$ cat config.mk
export PLATFORM = sky130hd
export DESIGN_NAME = approx_mul_err_monitor
export DESIGN_NICKNAME = d
export VERILOG_FILES = /design/src/rtl/approx_mul_err_monitor.sv
export SDC_FILE = /design/constraint.sdc
export NUM_CORES = 1
export LEC_CHECK = 0
export CAP_MARGIN = 10
export CORE_ASPECT_RATIO = 0.7
export CORE_MARGIN = 4
export CORE_UTILIZATION = 35
export CTS_CLUSTER_DIAMETER = 80
export CTS_CLUSTER_SIZE = 10
export DETAILED_ROUTE_END_ITERATION = 8
export SETUP_SLACK_MARGIN = 0.15
export SYNTH_ARGS = -nofsm -noshare
export SYNTH_HDL_FRONTEND = slang
export SYNTH_SLANG_ARGS = --single-unit
$ cat constraint.sdc
create_clock -name clk -period 15.95 [get_ports clk]
set_input_delay 3.19 -clock clk [delete_from_list [all_inputs] [get_ports clk]]
set_output_delay 3.19 -clock clk [all_outputs]
set_load 0.005 [all_outputs]
$ cat src/rtl/approx_mul_err_monitor.sv
// approx_mul_err_monitor: on-chip error statistics for an 8x8 approximate
// multiplier. Samples (a, b, approximate product) are accepted through a
// valid/ready handshake. The exact product is registered in stage 1. Stage 2
// folds the signed error distance into the window accumulators.
// The window closes after N_SAMPLES accepts. The results then stay frozen
// until the next start.
module approx_mul_err_monitor #(
  parameter int W         = 8,
  parameter int N_SAMPLES = 10000,
  parameter int CNT_W     = 32,
  parameter int SUM_W     = 40
) (
  input  logic                 clk,
  input  logic                 rst,
  input  logic                 start,
  input  logic                 in_valid,
  input  logic [W-1:0]         in_a,
  input  logic [W-1:0]         in_b,
  input  logic [2*W-1:0]       in_apprx,
  output logic                 in_ready,
  output logic                 busy,
  output logic                 done,
  output logic [CNT_W-1:0]     sample_count,
  output logic [CNT_W-1:0]     err_count,
  output logic [SUM_W:0]       sum_ed,
  output logic [SUM_W-1:0]     sum_ed_abs,
  output logic [2*W-1:0]       max_ed
);

  localparam int PW = 2 * W;
  localparam logic [CNT_W-1:0] N_LIM = CNT_W'(N_SAMPLES);

  typedef enum logic [1:0] {S_IDLE, S_RUN, S_DRAIN, S_DONE} state_t;

  state_t            state_q, state_d;
  logic [CNT_W-1:0]  sample_count_q, sample_count_d;
  logic [CNT_W-1:0]  err_count_q, err_count_d;
  logic [SUM_W:0]    sum_ed_q, sum_ed_d;
  logic [SUM_W-1:0]  sum_ed_abs_q, sum_ed_abs_d;
  logic [PW-1:0]     max_ed_q, max_ed_d;
  logic              s1_vld_q, s1_vld_d;
  logic [PW-1:0]     s1_exact_q, s1_exact_d;
  logic [PW-1:0]     s1_apprx_q, s1_apprx_d;

  logic              accept;
  logic              clear;
  logic [PW:0]       d;
  logic [PW:0]       d_neg;
  logic [PW-1:0]     d_abs;

  // Handshake and status decode; all come straight from registered state.
  assign in_ready = (state_q == S_RUN) && (sample_count_q < N_LIM);
  assign busy     = (state_q == S_RUN) || (state_q == S_DRAIN);
  assign done     = (state_q == S_DONE);
  assign accept   = in_valid && in_ready;
  // A start only opens a window from IDLE or DONE; elsewhere it is ignored.
  assign clear    = start && ((state_q == S_IDLE) || (state_q == S_DONE));

  assign sample_count = sample_count_q;
  assign err_count    = err_count_q;
  assign sum_ed       = sum_ed_q;
  assign sum_ed_abs   = sum_ed_abs_q;
  assign max_ed       = max_ed_q;

  // Stage 2 error distance: one extra bit so apprx > exact goes negative.
  always_comb begin
    d     = {1'b0, s1_exact_q} - {1'b0, s1_apprx_q};
    d_neg = -d;
    d_abs = d[PW] ? d_neg[PW-1:0] : d[PW-1:0];
  end

  // Stage 1 capture, accumulator update and sample counting.
  always_comb begin
    s1_vld_d       = accept;
    s1_exact_d     = s1_exact_q;
    s1_apprx_d     = s1_apprx_q;
    sample_count_d = sample_count_q;
    err_count_d    = err_count_q;
    sum_ed_d       = sum_ed_q;
    sum_ed_abs_d   = sum_ed_abs_q;
    max_ed_d       = max_ed_q;
    if (accept) begin
      s1_exact_d     = PW'(in_a) * PW'(in_b);
      s1_apprx_d     = in_apprx;
      sample_count_d = sample_count_q + CNT_W'(1);
    end
    if (clear) begin
      // accept is 0 here: in_ready is low outside RUN.
      s1_vld_d       = 1'b0;
      sample_count_d = '0;
      err_count_d    = '0;
      sum_ed_d       = '0;
      sum_ed_abs_d   = '0;
      max_ed_d       = '0;
    end else if (s1_vld_q) begin
      if (d != '0) err_count_d = err_count_q + CNT_W'(1);
      sum_ed_d     = sum_ed_q + {{(SUM_W - PW){d[PW]}}, d};
      sum_ed_abs_d = sum_ed_abs_q + SUM_W'(d_abs);
      if (d_abs > max_ed_q) max_ed_d = d_abs;
    end
  end

  // Window FSM: next-state logic.
  always_comb begin
    state_d = state_q;
    unique case (state_q)
      S_IDLE:  if (start) state_d = S_RUN;
      S_RUN:   if (accept && (sample_count_q == N_LIM - CNT_W'(1))) state_d = S_DRAIN;
      // Leave DRAIN on the edge that retires the last stage-1 sample.
      // That sample's update and done then become visible together.
      S_DRAIN: if (!s1_vld_d) state_d = S_DONE;
      S_DONE:  if (start) state_d = S_RUN;
      default: state_d = S_IDLE;
    endcase
  end

  // State, pipeline and accumulator registers.
  always_ff @(posedge clk or posedge rst) begin
    if (rst) begin
      state_q        <= S_IDLE;
      sample_count_q <= '0;
      err_count_q    <= '0;
      sum_ed_q       <= '0;
      sum_ed_abs_q   <= '0;
      max_ed_q       <= '0;
      s1_vld_q       <= 1'b0;
      s1_exact_q     <= '0;
      s1_apprx_q     <= '0;
    end else begin
      state_q        <= state_d;
      sample_count_q <= sample_count_d;
      err_count_q    <= err_count_d;
      sum_ed_q       <= sum_ed_d;
      sum_ed_abs_q   <= sum_ed_abs_d;
      max_ed_q       <= max_ed_d;
      s1_vld_q       <= s1_vld_d;
      s1_exact_q     <= s1_exact_d;
      s1_apprx_q     <= s1_apprx_d;
    end
  end

endmodule

Word level (Yosys, flattened, before mapping)
Cells that the tools add are included.
- flip-flop bits (word level): 196
- add/sub/neg operators: 6
- magnitude comparators: 2
- reductions and logical operators: 16
- eq/ne operators: 7
- muxes and demuxes: 18
- multiply operators: 1
- operators by type and width (kind ; number):
    $mux W32 ; 5
    $mux W41 ; 2
    $mux W40 ; 2
    $add A32 B1 Y32 const B ; 2
    $mux W16 ; 4
    $add A41 B41 Y41 ; 1
    $add A40 B16 Y40 ; 1
    $eq A32 B14 Y1 const B ; 1
    $lt A32 B14 Y1 const B ; 1
    $reduce_bool A17 Y1 ; 1
    $sub A16 B16 Y17 ; 1
    $gt A16 B16 Y1 ; 1
    $mul A8 B8 Y16 ; 1
    $neg A16 Y16 ; 1
    $reduce_bool A2 Y1 ; 4
    $mux W2 ; 3
    $pmux W2 S3 ; 1
    $eq A2 B2 Y1 const B ; 2
    $logic_and A1 B1 Y1 ; 4
    $ne A2 B1 Y1 const B ; 2
    $reduce_and A2 Y1 ; 2
    $reduce_and A3 Y1 ; 1
    $eq A2 B1 Y1 const B ; 1
    $logic_not A2 Y1 ; 1
    4 further kinds ; 5

Depth between registers and ports, before layout
- depth in word-level cells: 7
- gate-level depth with buffers: 29
- mapped depth without buffers: 27

Worst setup path before layout
OpenSTA, ideal clock, no wires.
- path type: in2reg
- start point: input port in_a[1]
- end point: register s1_exact_q[15]
- path buffers: 0
- arrival time: 7.065 ns
- library setup time: 0.135 ns
- stages: 19
- slack: 8.751 ns
- path through: and2_1 -> fa_1 -> fa_1 -> inv_1 -> fa_1 -> fa_1 -> inv_1 -> ha_1 -> o21ai_0 -> a21oi_1 -> o21ai_0 -> a21oi_1 -> o21ai_0 -> nand2b_1 -> a21o_1 -> a21oi_1 -> o21ai_0 -> xnor2_1 -> o21ai_0
- word-level cells in the longest chain between the ends: 1
- ends and longest elaborated chain (what ; RTL line ; text):
    from (decl) ; 17 ; input logic [W-1:0] in_a,
    $mul A8 B8 Y16 ; 83 ; s1_exact_d = PW'(in_a) * PW'(in_b);
    to (signal assigned) ; 137 ; s1_exact_q <= s1_exact_d;
    to (decl) ; 42 ; logic [PW-1:0] s1_exact_q, s1_exact_d;
No other way between the ends.
A chain may end at the register's enable or synchronous reset.

Worst setup path in the final report
Same ends and word-level chain as after synthesis.

==> out/results.tsv <==
metric	value	unit
CP Max Fanout	8	
total area of sequential cells	0.00491	mm²
Root Buffer	clkbuf_16	
largest cells by area after synthesis	dfrtp_1 32%, ha_1 11%, fa_1 5.1%	
max-slew violations	0	
CTS Buffer Depth	2	
clock tree from TritonCTS	done	
final wirelength	42.5	mm
Final nets	2099	
most frequent cell after synthesis	dfrtp_1	
Final TNS setup	0	ps
Worst Tran Pin Value	1030	ps
Synth top area share	32.2	%
status	finished, final reports clean	
Die ar.	0.0470	mm²
GRT Overall Usage	17.9	%
number of global-route vias before repair	12700	
top-level port count	200	
Starting Density	35.7	%
GP Congestion	0.887	
first-pass GRT wire length	69.0	mm
WP data required	16250	ps
fraction of layout cells with a size suffix above 1	4.57	%
fill cell count	4212	
YS warnings	0	
sequential element share of the synthesized area	32.2	%
die width	257	µm
multi-input logic area	0.00951	mm²
most frequent cells after synthesis	196 x dfrtp_1, 162 x nand2_1, 159 x nor2_1, 133 x inv_1, 132 x ha_1	
hold buffers post-CTS	0	
Die Y	183	µm
Final period util	48.4	%
Top FF cell, synth	dfrtp_1	
final setup fails	0	
synth unique cells	87	
FP Rows	63	
FMAX	129	MHz
post-cts repair resize count	0	
synthesis-stage register bit count	196	
max_slew headroom	31.7	%
Hold Vio Cnt, Final	0	
port buffer count	199	
CP endpoint kind	register	
Overflow after GRT	0	
HP Class	register to register	
drt drc	0	
syn_nets	1945	
mean routed wirelength per cell	17.1	µm
max_cap viols	0	
Post-synth EDFFs	0	
clk slew on worst S/H paths	80	ps
Post-Synthesis Cells	1738	
largest net degree at the start of global routing	127	
number of buffers created by CTS	17	
crit path time final	7730	ps
DPL Wire Length	31.5	mm
FFs w/ async S/R, synth	100	%
First-pass DRT Iterations	4	
Sink Count	196	
Syn Area/Cell	8.77	µm²
Max H-tree Level	4	
top cell type by total area after synthesis	dfrtp_1	
clk_skew	12.6	ps
CP Launch Type	input port	
total number of vias	13100	
Critical Path AT	8020	ps
Setup CP Type	input port to register	
reg2reg path depth	28	
Post-CTS Setup Bufs	0	
DR iter-0 viols	749	
antenna-violating nets left	0	
Hold Path Depth	2	
Netlist Area Pre-Place	0.0152	mm²
RSZ-0062 raised after global routing	no	
initial antenna violation count	0	
Ant. Diodes	0	
Clk Latency, worst-skew pair	460	ps
Core ar.	0.0426	mm²
vias per cell	5.25	
P&R area growth vs syn	20.2	%
[final timing paths]
path / endpoint / slack (ps) / startpoint
max in group asynchronous: s1_vld_q / 11070 / rst
max: s1_exact_q[15] / 8220 / in_a[1]
min reg2reg: s1_apprx_q[0] / 500 / s1_apprx_q[0]
min in group asynchronous: sample_count[20] / 3220 / rst
min: s1_apprx_q[0] / 500 / s1_apprx_q[0]
max reg2reg: sum_ed_abs[38] / 8980 / s1_exact_q[0]
[kinds of logic after synthesis]
group                      after synthesis  share of synthesized area, %
xor gates and xnor gates               104                          5.98
adders and majority gates              171                          16.0
and+or+nand+nor                        619                          20.3
AOI/OAI and AO/OA                      399                          17.3
muxes                                   42                          2.76
DFF                                    196                          32.2
buffers and inverters                  207                          5.53
[worst max-delay path: stages]
cell             delay (ps)
clkdlybuf4s50_1         550
and2_1                  250
fa_1                    450
fa_1                    540
inv_1                    50
fa_1                    460
fa_1                    560
inv_1                    50
ha_1                    290
o21ai_0                 110
a21oi_1                 120
o21ai_0                 200
a21oi_1                 130
o21ai_0                 170
nand2b_1                110
a21o_1                  200
a21oi_1                 210
o21ai_0                 140
xnor2_1                 160
o21ai_0                  90
[per-layer routing]
metal  vias up  global-route usage [%]  share of wire, %
met4         0                    3.54              0.91
met2       285                    27.7                44
met5         -                       0                 0
met1      6366                    26.3                50
li1       6403                       -                 -
met3        23                    3.40               4.9
[placed cells by master, fill, tap and decap left out, types with 7 or more instances in the layout]
| cell | n |
|---|---|
| a211oi_1 | 22 |
| a21o_1 | 33 |
| a21oi_1 | 106 |
| a31oi_1 | 10 |
| and2_1 | 61 |
| and3_1 | 30 |
| buf_4 | 10 |
| clkbuf_16 | 17 |
| clkdlybuf4s50_1 | 199 |
| dfrtp_1 | 195 |
| fa_1 | 39 |
| ha_1 | 132 |
| inv_1 | 132 |
| inv_6 | 7 |
| mux2i_1 | 42 |
| nand2_1 | 162 |
| nand2b_1 | 11 |
| nand3_1 | 47 |
| nand4_1 | 35 |
| nor2_1 | 159 |
| nor2b_1 | 21 |
| nor3_1 | 20 |
| nor4_1 | 9 |
| o211ai_1 | 18 |
| o21a_1 | 15 |
| o21ai_0 | 91 |
| o21ai_1 | 10 |
| o21bai_1 | 13 |
| o31ai_1 | 11 |
| or3_1 | 22 |
| xnor2_1 | 66 |
| xor2_1 | 38 |
[area by class of cell]
cell class                 count  area share [%]
clock buffer                  17            2.32
clock inverter                15           0.970
timing repair buffer         209            11.3
inverter                     133            2.77
multi-input combinational   1335            51.9
tap                          585            3.99
sequential                   196            26.8
[metrics by stage]
step | setup slack, ps | std cells | hold WS [ps] | util [%] | area (µm²)
detailed placement | 7740 | 2458 | 480 | 41.6 | 17700
global route | 7940 | 2490 | 533 | 43.0 | 18300
global placement | 7840 | 2458 | 470 | 41.6 | 17700
finish | 8220 | 2490 | 495 | 43.0 | 18300
floorplan | 7420 | 1738 | 450 | - | 15200
CTS | 8250 | 2490 | 500 | 43.0 | 18300
[flip-flops by register name (all words and copies together), names as in the netlist]
| name | cells |
|---|---|
| s1_exact_q | 16 |
| s1_apprx_q | 16 |
| sum_ed | 41 |
| max_ed | 16 |
| sum_ed_abs | 40 |
| err_count | 32 |
| sample_count | 32 |
| s1_vld_q | 1 |
| state_q | 2 |
Power is not shown: default switching activity piles up to over one toggle a cycle in this logic, so the estimate is an artifact.
